$ cat src/rtl/uart_rx_ctrl.sv
// uart_rx_ctrl: register-port sequencer for the UART receiver.
// Programs the baud period, enables RXEN, polls the control register and
// drains received bytes to a valid/ready consumer. Overrun is recovered by
// cycling RXEN. Frame-error and overrun counts saturate at all-ones.
// Optional build macro DROP_ERR_EN: bytes with a frame error are counted but
// not delivered, and m_err is tied low.
module uart_rx_ctrl #(
    parameter logic [7:0] PERIOD_DEF  = 8'h1A,
    parameter int         POLL_GAP    = 4,
    parameter int         RECOVER_CYC = 8,
    parameter int         CNT_W       = 8
) (
    input  logic             clk,
    input  logic             reset,
    input  logic             enable,
    input  logic [7:0]       cfg_period,
    output logic [2:0]       u_addr,
    output logic             u_wren,
    output logic             u_rden,
    output logic [7:0]       u_wdata,
    input  logic [8:0]       u_rdata,
    output logic [7:0]       m_data,
    output logic             m_err,
    output logic             m_valid,
    input  logic             m_ready,
    output logic             running,
    output logic [CNT_W-1:0] err_cnt,
    output logic [CNT_W-1:0] ovr_cnt
);

    localparam logic [2:0] A_PERIOD = 3'b100;
    localparam logic [2:0] A_RXDATA = 3'b101;
    localparam logic [2:0] A_CTRL   = 3'b111;

    // One shared wait counter serves both the poll gap and the recovery hold.
    localparam int WAIT_MAX = (POLL_GAP > RECOVER_CYC) ? POLL_GAP : RECOVER_CYC;
    localparam int WAIT_W   = (WAIT_MAX > 1) ? $clog2(WAIT_MAX) : 1;
    localparam logic [WAIT_W-1:0] GAP_LAST = (POLL_GAP > 0) ? WAIT_W'(POLL_GAP - 1) : '0;
    localparam logic [WAIT_W-1:0] RCV_LAST = WAIT_W'(RECOVER_CYC - 1);

    typedef enum logic [3:0] {
        IDLE, CFG_P, CFG_E, GAP, POLL_A, POLL_B,
        RD_A, RD_B, DLV, OVR_DIS, OVR_WT, STOP
    } state_t;

    state_t            state, state_nxt, gap_tgt;
    logic [WAIT_W-1:0] wait_cnt;
    logic [7:0]        period_eff;

    // Counter increment that holds once every bit is set.
    function automatic logic [CNT_W-1:0] sat_inc(input logic [CNT_W-1:0] v);
        return (&v) ? v : v + CNT_W'(1);
    endfunction

    assign period_eff = (cfg_period == 8'h00) ? PERIOD_DEF : cfg_period;
    assign m_valid    = (state == DLV);

    // With no poll gap the GAP state is skipped; enable is checked on the way.
    always_comb begin
        gap_tgt = GAP;
        if (POLL_GAP == 0) begin
            gap_tgt = enable ? POLL_A : STOP;
        end
    end

    // State register; an async reset drops every strobe immediately.
    always_ff @(posedge clk or posedge reset) begin
        if (reset) begin
            state <= IDLE;
        end else begin
            state <= state_nxt;
        end
    end

    // Wait counter restarts on every state change and counts up while a state holds.
    always_ff @(posedge clk or posedge reset) begin
        if (reset) begin
            wait_cnt <= '0;
        end else if (state_nxt != state) begin
            wait_cnt <= '0;
        end else begin
            wait_cnt <= wait_cnt + WAIT_W'(1);
        end
    end

    // Next-state decode and bus strobes; reads hold u_addr across both cycles.
    always_comb begin
        state_nxt = state;
        u_addr    = 3'b000;
        u_wren    = 1'b0;
        u_rden    = 1'b0;
        u_wdata   = 8'h00;
        case (state)
            IDLE: begin
                if (enable) state_nxt = CFG_P;
            end
            CFG_P: begin
                u_wren    = 1'b1;
                u_addr    = A_PERIOD;
                u_wdata   = period_eff;
                state_nxt = CFG_E;
            end
            CFG_E: begin
                u_wren    = 1'b1;
                u_addr    = A_CTRL;
                u_wdata   = 8'h01;
                state_nxt = gap_tgt;
            end
            GAP: begin
                if (!enable)                   state_nxt = STOP;
                else if (wait_cnt == GAP_LAST) state_nxt = POLL_A;
            end
            POLL_A: begin
                u_rden    = 1'b1;
                u_addr    = A_CTRL;
                state_nxt = POLL_B;
            end
            POLL_B: begin
                u_addr = A_CTRL;
                // Overrun wins over pending data; the FIFO contents are abandoned.
                if (u_rdata[2])      state_nxt = OVR_DIS;
                else if (u_rdata[1]) state_nxt = RD_A;
                else                 state_nxt = gap_tgt;
            end
            RD_A: begin
                u_rden    = 1'b1;
                u_addr    = A_RXDATA;
                state_nxt = RD_B;
            end
            RD_B: begin
                u_addr    = A_RXDATA;
                state_nxt = DLV;
`ifdef DROP_ERR_EN
                if (u_rdata[8]) state_nxt = gap_tgt;
`endif
            end
            DLV: begin
                if (m_ready) state_nxt = gap_tgt;
            end
            OVR_DIS: begin
                u_wren    = 1'b1;
                u_addr    = A_CTRL;
                u_wdata   = 8'h00;
                state_nxt = OVR_WT;
            end
            OVR_WT: begin
                if (wait_cnt == RCV_LAST) state_nxt = enable ? CFG_E : IDLE;
            end
            STOP: begin
                u_wren    = 1'b1;
                u_addr    = A_CTRL;
                u_wdata   = 8'h00;
                state_nxt = IDLE;
            end
            default: state_nxt = IDLE;
        endcase
    end

    // RXEN mirror: set by the enable write, cleared by either disable write.
    always_ff @(posedge clk or posedge reset) begin
        if (reset) begin
            running <= 1'b0;
        end else if (state == CFG_E) begin
            running <= 1'b1;
        end else if (state == OVR_DIS || state == STOP) begin
            running <= 1'b0;
        end
    end

    // Capture the received byte at the end of the second read cycle.
    always_ff @(posedge clk or posedge reset) begin
        if (reset) begin
            m_data <= 8'h00;
        end else if (state == RD_B) begin
            m_data <= u_rdata[7:0];
        end
    end

`ifdef DROP_ERR_EN
    assign m_err = 1'b0;
`else
    // Frame-error flag travels with its byte.
    always_ff @(posedge clk or posedge reset) begin
        if (reset) begin
            m_err <= 1'b0;
        end else if (state == RD_B) begin
            m_err <= u_rdata[8];
        end
    end
`endif

    // Saturating frame-error and overrun counters; cleared only by reset.
    always_ff @(posedge clk or posedge reset) begin
        if (reset) begin
            err_cnt <= '0;
            ovr_cnt <= '0;
        end else begin
            if (state == RD_B && u_rdata[8]) err_cnt <= sat_inc(err_cnt);
            if (state == OVR_DIS)            ovr_cnt <= sat_inc(ovr_cnt);
        end
    end

endmodule

$ cat config.mk
export PLATFORM = sky130hd
export DESIGN_NAME = uart_rx_ctrl
export DESIGN_NICKNAME = d
export VERILOG_FILES = /design/src/rtl/uart_rx_ctrl.sv
export SDC_FILE = /design/constraint.sdc
export NUM_CORES = 1
export LEC_CHECK = 0
export BUFFER_PORTS_ARGS = -buffer_cell sky130_fd_sc_hd__buf_2
export CAP_MARGIN = 25
export CORE_ASPECT_RATIO = 2
export CORE_MARGIN = 1
export CORE_UTILIZATION = 51
export DETAILED_ROUTE_END_ITERATION = 16
export GPL_TIMING_DRIVEN = 0
export PLACE_DENSITY = 0.84
export SYNTH_ARGS = -nofsm -noshare
export SYNTH_HDL_FRONTEND = slang
export SYNTH_SLANG_ARGS = --single-unit
export TNS_END_PERCENT = 1
$ cat constraint.sdc
create_clock -name clk -period 2 [get_ports clk]
set_clock_uncertainty 0.1 [all_clocks]
set_input_delay 0.4 -clock clk [delete_from_list [all_inputs] [get_ports clk]]
set_output_delay 0.4 -clock clk [all_outputs]
set_load 0.01 [all_outputs]
# Word level (Yosys, flattened, before mapping)
# Cells that the tools add are included.
# op_classes
add_sub_neg	3
n_eq_ne	14
n_bitwise	2
n_reduce_logical	13
mux	17
# ops
cell	n
one-hot mux 4 bit (11 select lines)	1
two-way mux 4 bit	6
adder 8 x 1 -> 8 bit, second input constant	2
equality test 4 x 3 -> 1 bit, second input constant	4
equality test 4 bit, second input constant	4
one-hot mux 8 bit (2 select lines)	1
AND reduction 8 bit	2
one-hot mux 3 bit (3 select lines)	1
equality test 4 x 2 -> 1 bit, second input constant	2
logical NOT 8 bit	1
two-way mux 8 bit	1
two-way mux 3 bit	2
OR reduction 5 bit	1
equality test 4 x 1 -> 1 bit, second input constant	1
logical NOT 4 bit	1
two-way mux 1 bit	4
!= test 4 bit	1
AND reduction 2 bit	2
OR reduction 2 bit	2
OR reduction 4 bit	1
adder 3 x 1 -> 3 bit, second input constant	1
equality test 3 x 2 -> 1 bit, second input constant	1
equality test 3 bit, second input constant	1
two-way mux 2 bit	1
4 further kinds	5
# totals
regBits	33
in_bits	21
wordCells	56

# Depth between registers and ports, before layout
# Gate-level depths: netlist of run 1.
# logic_depth
depth_word	6
mapped_depth	6

# Worst setup path before layout of run 1
# OpenSTA, ideal clock, no wires.
# synth_path
path_kind	input to output
start	in cfg_period[4]
end	out u_wdata[1]
cell_stages	4
slack_ns	0.057
arrival_ns	1.443
path_buffers	0
path_cell_list	or4_1 -> nor4_1 -> and2b_1 -> o21a_1
# synth_between
elab_chain_cells	3
# synth_lines
item	line	text
from (decl)	16	input logic [7:0] cfg_period,
logical NOT 8 bit	55	assign period_eff = (cfg_period == 8'h00) ? PERIOD_DEF : cfg_period;
two-way mux 8 bit	55	
one-hot mux 8 bit (2 select lines)	93	case (state)
to (decl)	20	output logic [7:0] u_wdata,
# No other way between the ends.

# Worst setup path after layout of run 1
# Ends and elaborated chain as after synthesis.

==> results_dict.tcl, run 1 <==
set metrics [dict create \
    register_area_um2 827.0 \
    start_util 0.5314 \
    htree_levels 2 \
    run_status "finished, violations left" \
    grt_pass1_vias 1571 \
    synthCells 177 \
    fmax_mhz 470.7 \
    min_period_over_period 1.062 \
    gr-total-overflow 0 \
    insertion_delay_ns 0.28 \
    start_kind "input pin" \
    powerDensity_nw_per_um2 1070 \
    p_leak_nw 1.288 \
    worstMarginPinSlew_ns 0.6834 \
    violations "negative setup slack" \
    clkSlewWorstSetupHoldPaths_ns 0.07 \
    worstHoldPathType "input pin to async pin" \
    globalplace.congestion 0.9126 \
    crit_path_max_incr_delay_ns 0.54 \
    synth_top_family_by_area "simple AND/OR/NAND/NOR gates" \
    vdd_drop_max_v 0.0008667 \
    setup.worst_path.end_class "output port" \
    routed_wl_um 4321 \
    hold_buffers 0 \
    cts.sinks 33 \
    cts_root_buf "clkbuf_8" \
    reg2reg_from "err_cnt[2]" \
    multi_input_area_um2 1036 \
    drt-initial-drc-count 47 \
    rsz0062_at_grt "true" \
    vias_per_cell 5.517 \
    finalPower_mw 2.658 \
    final_nets 270 \
    cap_violations 0 \
    dieArea_um2 4023 \
    setup_viol 2 \
    cp_data_required_time_ns 1.50 \
    fp.coreArea_um2 3607 \
    fin_util 0.6885 \
    final_cells 294 \
    rrSetupSlack_ns 0.19 \
    finalHoldViolCount 0 \
    crit_chain "buf_6 -> or4_4 -> nor4_4 -> and2b_1 -> o21a_1 -> buf_2" \
    drt_first_pass_iters 4 \
    drive_above_1_share 0.4286 \
    setup_ws_ns -0.1246 \
    antenna_found_initial 0 \
    num_rows 31 \
    fillers 291 \
    n_antenna_cell 0 \
    synth_warnings 0 \
    grt_pass1_wl_um 6734 \
    area_growth_pct 29.57 \
    synth_xor_area_frac 0.06854 \
    wl_per_cell_um 14.70 \
    cts_buffer_depth 2 \
    port_buffers 60 \
    drc 0 \
    cts_tree "built" \
    synth_area_um2 1917 \
    die_h_um 88.70 \
    synth-simple-area-share 0.2174 \
    slew_violations 0 \
    track_usage 0.2307 \
    dp_hpwl_um 3155 \
    synth_area_per_cell_um2 10.83 \
    ios 61 \
    synthAdderAreaFrac 0.03264 \
    critPathMaxFanout 2 \
    criticalPathCategory "input pin to output port" \
    min_period_ns 2.125 \
    crit_slowest_cell "or4_4" \
    ys_types 48 \
    cp.arrival_ns 1.62 \
    reg2reg_depth 3 \
    synth-compound-area-share 0.1292 \
    synth.area.mux_share 0.07507 \
    die_x_um 45.35 \
    max-slew-margin-rel 0.5439 \
    cts_inserted_buffers 5 \
    ant_nets 0 \
    grt_max_degree 20 \
    dp_cells 287 \
    synth-seq-cells 33 \
    finalSetupTns_ns -0.2363 \
    yosysSeqAreaShare 0.4308 \
    timing.rr.end "err_cnt[1]" \
    syn_nets 203 \
    vias 1622 \
]
==> metrics by stage <==
step | hold WS (ns) | area [um^2] | setup WS, ns
3_5_place_dp | 0.3355 | 2306 | -0.2317
2_1_floorplan | 0.3188 | 1917 | 0.05684
5_1_grt | 0.1697 | 2484 | -0.1657
6_report | 0.1129 | 2484 | -0.1246
3_3_place_gp | 0.3313 | 2278 | -0.2426
4_1_cts | 0.1220 | 2474 | -0.1068
==> synth_stat cells (all sizes together) <==
master    n  area (um^2)
nor3b     2        15.01
xor2      5        43.79
nor3      6        41.29
dfrtp    33        825.8
nand3     5        25.02
a21o      1        7.510
o211ai    3        36.28
mux2i     2        20.02
a22oi     1        7.510
nor2      9        38.79
o21a      5        37.54
nor4      4        31.28
mux2     11        123.9
nand2b    3        18.77
nand4     5        31.28
a211o     1        8.760
o31ai     2        15.01
o32ai     1        8.760
a21bo     1        10.01
or2       1        6.260
and4      1        8.760
and2      2        12.51
clkbuf    2        7.510
and4bb    1        12.51
o2111ai   1        26.28
and3      5        31.28
and4b     1        11.26
buf       6        55.05
ha        5        62.56
nand2    10        37.54
nand4bb   2        22.52
nor4b     1        15.01
a21oi     4        20.02
a221o     1        10.01
a41oi     1        16.27
nor2b     4        25.02
inv       7        26.28
xnor2    10        87.58
o21ai     7        35.03
a32oi     1        8.760
and2b     3        25.02
or4       1        7.510
==> what timing repair did <==
action | in CTS | in global routing
setup buffers | 0 | 0
pin swaps | 2 | 2
setup endpoints to repair | 13 | 7
gates resized for setup | 14 | 3
==> flip-flops by register name, indices dropped and copies added, names as in the netlist <==
signal and cells:
err_cnt 8, m_data 8, ovr_cnt 8, state 4
wait_cnt 3, m_err 1, running 1
==> per-layer routing <==
layer  wire (um)  GRT usage  vias to the layer above
met5           0          0                        -
met4         119     0.1433                        0
met3         211    0.03673                       10
met2        2364     0.3953                       70
met1        1626     0.2547                      771
li1            -          -                      771
==> cell families (layout without fill, tap and decap cells) <==
logic type                 count (synthesis)  in the layout
and+or+nand+nor                           66             66
DFF                                       33             33
AOI/OAI and AO/OA                         30             30
xor gates and xnor gates                  15             15
buffers and inverters                     15             83
muxes                                     13             13
adders and majority gates                  5              5
==> worst max-delay path by stage <==
stage | from | to | cells after the start
after floorplan | cfg_period[4] | u_wdata[1] | 4
after global placement | cfg_period[4] | u_wdata[1] | 6
after detailed placement | cfg_period[4] | u_wdata[1] | 6
after CTS | cfg_period[4] | u_wdata[1] | 6
after global routing | cfg_period[4] | u_wdata[1] | 6
final | cfg_period[4] | u_wdata[1] | 6
==> area by class of cell <==
type / instances / area share
multi-input combinational: 129 / 0.4171
sequential: 33 / 0.3330
timing repair buffer: 61 / 0.1345
clock buffer: 7 / 0.03476
buffer: 7 / 0.03325
tap: 49 / 0.02469
clock inverter: 1 / 0.01209
inverter: 7 / 0.01058
==> worst max-delay path: cells and delay by family <==
kind                   cells  cell delay [ns]
buffers and inverters      2             0.22
and+or+nand+nor            3             0.88
AOI/OAI and AO/OA          1             0.12
==> report_power, final <==
group          internal (mW)  switching (mW)
Clock                  0.406           0.233
Combinational          0.530           0.623
Sequential             0.761           0.104
Total                   1.70           0.960
==> cell usage in the layout, fill, tap and decap left out, types with 5 or more instances in the layout <==
cell type,count
inv_1,7
nand3_1,5
clkbuf_8,7
nor2_1,5
xor2_1,5
xnor2_1,10
buf_2,60
nor3_1,5
ha_1,5
o21ai_0,7
nand4_1,5
nand2_1,10
dfrtp_1,32
and3_1,5
mux2_2,11
o21a_1,5
Note: power is estimated with default switching activity, not from simulation.
==> run 2, diff against run 1 <==
--- a/config.mk
+++ b/config.mk
@@ -10,9 +10,12 @@
 export CORE_ASPECT_RATIO = 2
 export CORE_MARGIN = 1
 export CORE_UTILIZATION = 51
+export CTS_BUF_LIST = sky130_fd_sc_hd__clkbuf_16
+export CTS_CLUSTER_DIAMETER = 50
 export DETAILED_ROUTE_END_ITERATION = 16
 export GPL_TIMING_DRIVEN = 0
 export PLACE_DENSITY = 0.84
+export RECOVER_POWER = 50
 export SYNTH_ARGS = -nofsm -noshare
 export SYNTH_HDL_FRONTEND = slang
 export SYNTH_SLANG_ARGS = --single-unit
==> results_dict.tcl, run 2 (same netlist as run 1, synthesis figures left out) <==
set metrics [dict create \
    min_period_ns 2.130 \
    criticalPathCategory "input pin to output port" \
    setup_ws_ns -0.1300 \
    cts_buffer_depth 2 \
    grt-busiest-layer "met2" \
    powerDensity_nw_per_um2 1145 \
    multi_input_area_um2 1033 \
    grt.met2_usage 0.4084 \
    violations "negative setup slack" \
    track_usage 0.2327 \
    slew_violations 0 \
    num_rows 31 \
    final_nets 270 \
    rsz0062_at_grt "true" \
    finalSetupTns_ns -0.2518 \
    fillers 296 \
    fin_hold_ws_ns 0.08029 \
    drive_above_1_share 0.3592 \
    die_x_um 45.35 \
    globalRouteMet1Util 0.2547 \
    die_h_um 88.70 \
    vdd_drop_max_v 0.001070 \
    port_buffers 60 \
    drc 0 \
    insertion_delay_ns 0.27 \
    wl_per_cell_um 14.64 \
    cp_data_required_time_ns 1.50 \
    antenna_found_initial 0 \
    grt_pass1_vias 1546 \
    fmax_mhz 469.5 \
    cp.arrival_ns 1.63 \
    crit_slowest_cell "or4_4" \
    cts.sinks 33 \
    dp_hpwl_um 3155 \
    worstMarginPinSlew_ns 0.9822 \
    globalplace.congestion 0.9126 \
    cts_tree "built" \
    cap_violations 0 \
    critPathMaxFanout 2 \
    use_met3 0.03673 \
    crit_chain "buf_6 -> or4_4 -> nor4_4 -> and2b_1 -> o21a_1 -> buf_2" \
    register_area_um2 827.0 \
    critical_path_buf_inv_count 2 \
    ant_nets 0 \
    crit_path_max_incr_delay_ns 0.54 \
    ios 61 \
    clkSlewWorstSetupHoldPaths_ns 0.05 \
    dieArea_um2 4023 \
    drt_first_pass_iters 4 \
    p_leak_nw 1.240 \
    gr-total-overflow 0 \
    layout_common_cells "46 x buf_2, 32 x dfrtp_1, 15 x clkbuf_1" \
    vias 1624 \
    start_kind "input pin" \
    vias_per_cell 5.524 \
    grt_pass1_wl_um 6762 \
    n_antenna_cell 0 \
    setup.worst_path.end_class "output port" \
    routed_wl_um 4303 \
    cts_root_buf "clkbuf_16" \
    cts_setup_buffers 0 \
    area_growth_pct 29.18 \
    fp.coreArea_um2 3607 \
    htree_levels 2 \
    cts_inserted_buffers 5 \
    worstHoldPathType "input pin to async pin" \
    finalHoldViolCount 0 \
    top_regs "err_cnt: 8 flops, m_data: 8 flops, ovr_cnt: 8 flops" \
    grt_max_degree 20 \
    drt-initial-drc-count 44 \
    min_period_over_period 1.065 \
    critPathTopFamily "simple AND/OR/NAND/NOR gates" \
    setup_viol 3 \
    run_status "finished, violations left" \
    start_util 0.5314 \
    layout_commonest_cell "buf_2" \
    max-slew-margin-rel 0.3452 \
]
run 2: cell count changes in the layout (fill, tap and decap cells not counted), moves of 5 or more:
| cell | delta |
|---|---|
| clkbuf_8 | -7 |
| clkbuf_1 | +14 |
| clkbuf_16 | +5 |
| buf_2 | -14 |
run 2: worst reg2reg max path, delay by kind of cell, from the launching register on:
family | cells | cell delay [ns]
AOI/OAI and AO/OA | 2 | 0.48
adders and majority gates | 2 | 0.44
DFF | 1 | 0.37
and+or+nand+nor | 2 | 0.35
run 2: area by class of cell:
cell class                      count  share of cell area
Inverter                            7             0.01061
Timing Repair Buffer               61              0.1182
Clock inverter                      3             0.01516
Clock buffer                        5             0.05053
Tap cell                           49             0.02476
Buffer                              7             0.02931
Multi-Input combinational cell    129              0.4174
Sequential cell                    33              0.3340
run 2: layer usage:
layer | part of all wire | wire [um] | vias to the layer above
li1 | - | - | 773
met1 | 0.39 | 1675 | 767
met5 | 0 | 0 | -
met4 | 0.031 | 133 | 0
met2 | 0.54 | 2318 | 71
met3 | 0.041 | 176 | 13
run 2: power by group:
part | total, mW | internal, mW | switching, mW
Sequential | 0.864 | 0.763 | 0.101
Combinational | 1.13 | 0.506 | 0.627
Clock | 0.838 | 0.578 | 0.261
Total | 2.83 | 1.85 | 0.989
run 2: repair_timing:
item / in CTS / in global routing
hold buffers: 0 / 0
pin swaps: 1 / 1
gates resized for setup: 13 / 1
setup endpoints to repair: 12 / 6
run 2: worst paths after layout:
kind / start / to / slack [ns] / cells past startpoint
max in group asynchronous: reset / m_data[1] / 0.43 / 3
min: reset / m_data[6] / 0.08 / 2
min reg2reg: wait_cnt[0] / wait_cnt[0] / 0.34 / 1
min in group clk: u_rdata[3] / m_data[3] / 0.26 / 2
max: cfg_period[4] / u_wdata[1] / -0.13 / 6
max reg2reg: wait_cnt[0] / wait_cnt[1] / 0.17 / 6
run 2: metrics by stage:
step / setup slack [ns] / instances / util / instance area (um^2) / total power, mW
after floorplan: 0.05684 / 177 / - / 1917 / 1.611
after global placement: -0.2426 / 286 / 0.6316 / 2278 / 1.933
after detailed placement: -0.2317 / 287 / 0.6393 / 2306 / 1.963
after CTS: -0.1068 / 294 / 0.6968 / 2514 / 2.841
after global routing: -0.1657 / 294 / 0.6864 / 2476 / 2.994
final: -0.1300 / 294 / 0.6864 / 2476 / 2.835
==> run 3, diff against run 2 <==
--- a/config.mk
+++ b/config.mk
@@ -16,6 +16,7 @@
 export GPL_TIMING_DRIVEN = 0
 export PLACE_DENSITY = 0.84
 export RECOVER_POWER = 50
+export SETUP_SLACK_MARGIN = 0.4
 export SYNTH_ARGS = -nofsm -noshare
 export SYNTH_HDL_FRONTEND = slang
 export SYNTH_SLANG_ARGS = --single-unit
==> results_dict.tcl, run 3 (same netlist as run 1, synthesis figures left out) <==
set metrics [dict create \
    layout_commonest_cell "buf_2" \
    grt_pass1_vias 1636 \
    p_leak_nw 1.280 \
    final_nets 272 \
    grt_max_degree 19 \
    setup_viol 4 \
    setup_ws_ns -0.09982 \
    die_h_um 88.70 \
    cts_tree "built" \
    crit_slowest_cell "or4_4" \
    powerDensity_nw_per_um2 1113 \
    clkSlewWorstSetupHoldPaths_ns 0.05 \
    drc 0 \
    finalHoldViolCount 0 \
    worstHoldPathType "input pin to async pin" \
    finalSetupTns_ns -0.2129 \
    drt-initial-drc-count 37 \
    vdd_drop_max_v 0.001125 \
    drt_first_pass_iters 4 \
    vias 1656 \
    cp.arrival_ns 1.60 \
    fp.coreArea_um2 3607 \
    reg2reg_from "state[3]" \
    layout_common_cells "45 x buf_2, 31 x dfrtp_1, 15 x clkbuf_1" \
    rrSetupSlack_ns 0.18 \
    timing.rr.end "wait_cnt[1]" \
    critPathMaxFanout 2 \
    multi_input_area_um2 1164 \
    htree_levels 2 \
    slew_violations 0 \
    reg2reg_depth 5 \
    hold_buffers 0 \
    grt_pass1_wl_um 7127 \
    ant_nets 0 \
    min_period_ns 2.100 \
    top_regs "err_cnt: 8 flops, m_data: 8 flops, ovr_cnt: 8 flops" \
    crit_path_max_incr_delay_ns 0.54 \
    die_x_um 45.35 \
    num_rows 31 \
    setup.worst_path.end_class "output port" \
    crit_chain "buf_6 -> or4_4 -> nor4_4 -> and2b_1 -> o21a_1 -> buf_2" \
    start_kind "input pin" \
    start_util 0.5314 \
    routed_wl_um 4434 \
    fmax_mhz 476.2 \
    rsz0062_at_grt "true" \
    final_cells 296 \
    gr-total-overflow 0 \
    antenna_found_initial 0 \
    vias_per_cell 5.595 \
    dp_hpwl_um 3148 \
    ios 61 \
    register_area_um2 828.3 \
    wl_per_cell_um 14.98 \
    max-slew-margin-rel 0.3787 \
    cts_buffer_depth 2 \
    run_status "finished, violations left" \
    fillers 257 \
    dieArea_um2 4023 \
    cts.sinks 33 \
    violations "negative setup slack" \
    dp_cells 287 \
    cts_inserted_buffers 5 \
    cts_root_buf "clkbuf_16" \
    port_buffers 60 \
    insertion_delay_ns 0.28 \
    worstMarginPinSlew_ns 0.9320 \
    n_antenna_cell 0 \
    track_usage 0.2495 \
    area_growth_pct 38.12 \
    cp_data_required_time_ns 1.50 \
    min_period_over_period 1.050 \
    criticalPathCategory "input pin to output port" \
    drive_above_1_share 0.4130 \
    globalplace.congestion 0.9293 \
    cap_violations 0 \
]
run 3: cell types whose count changed in the layout (fill, tap and decap cells not counted), sizes merged:
cell	before	now
buf	52	53
bufinv	1	0
clkbuf	21	22
clkinv	1	3
inv	8	7
run 3: report_power, final:
| group | leakage (nW) | total [mW] | switching, mW | internal [mW] |
|---|---|---|---|---|
| Combinational | 0.774 | 1.37 | 0.708 | 0.665 |
| Clock | 0.0687 | 0.708 | 0.259 | 0.449 |
| Sequential | 0.438 | 0.865 | 0.102 | 0.763 |
| Total | 1.28 | 2.95 | 1.07 | 1.88 |
run 3: final cells by class:
type                       instances  share of cell area
multi-input combinational        129              0.4395
sequential                        33              0.3129
timing repair buffer              62              0.1148
buffer                             8             0.04773
clock buffer                       5             0.04726
tap                               49             0.02316
inverter                           7            0.009924
clock inverter                     3            0.004726
run 3: metal layers:
layer / part of all wire / global-route usage / wire (um) / vias to the layer above
met5: 0 / 0 / 0 / -
met4: 0.033 / 0.1350 / 147 / 0
met3: 0.044 / 0.06122 / 197 / 14
met2: 0.56 / 0.4532 / 2492 / 63
met1: 0.36 / 0.2450 / 1597 / 801
li1: - / - / - / 778
run 3: how the worst max path moves through the flow:
stage	to	cells after the start	from	slack, ns
after floorplan	u_wdata[1]	4	cfg_period[4]	0.1
after global placement	u_wdata[1]	6	cfg_period[4]	-0.14
after detailed placement	u_wdata[1]	6	cfg_period[4]	-0.17
after CTS	u_wdata[1]	6	cfg_period[4]	-0.11
after global routing	u_wdata[4]	6	cfg_period[4]	-0.16
final	u_wdata[1]	6	cfg_period[4]	-0.1
run 3: worst max-delay path, delay by kind of cell:
| kind | cells | cell delay (ns) |
|---|---|---|
| AOI/OAI and AO/OA | 1 | 0.10 |
| buffers and inverters | 2 | 0.22 |
| and+or+nand+nor | 3 | 0.89 |
run 3: metrics by stage:
step | hold WS [ns] | area, um^2 | power, mW | utilization | setup slack, ns
2_1_floorplan | 0.3188 | 1923 | 1.612 | - | 0.09801
3_3_place_gp | 0.3366 | 2285 | 1.942 | 0.6334 | -0.1395
3_5_place_dp | 0.3346 | 2312 | 1.962 | 0.6410 | -0.1730
4_1_cts | 0.1319 | 2675 | 2.928 | 0.7416 | -0.1056
5_1_grt | 0.1277 | 2648 | 3.117 | 0.7340 | -0.1614
6_report | 0.07032 | 2648 | 2.946 | 0.7340 | -0.09982
run 3: timing repair:
item,4_1_cts,5_1_grt
buffers inserted,1,0
resized for setup,48,5
pin swaps,23,18
endpoints found under the setup margin,42,43
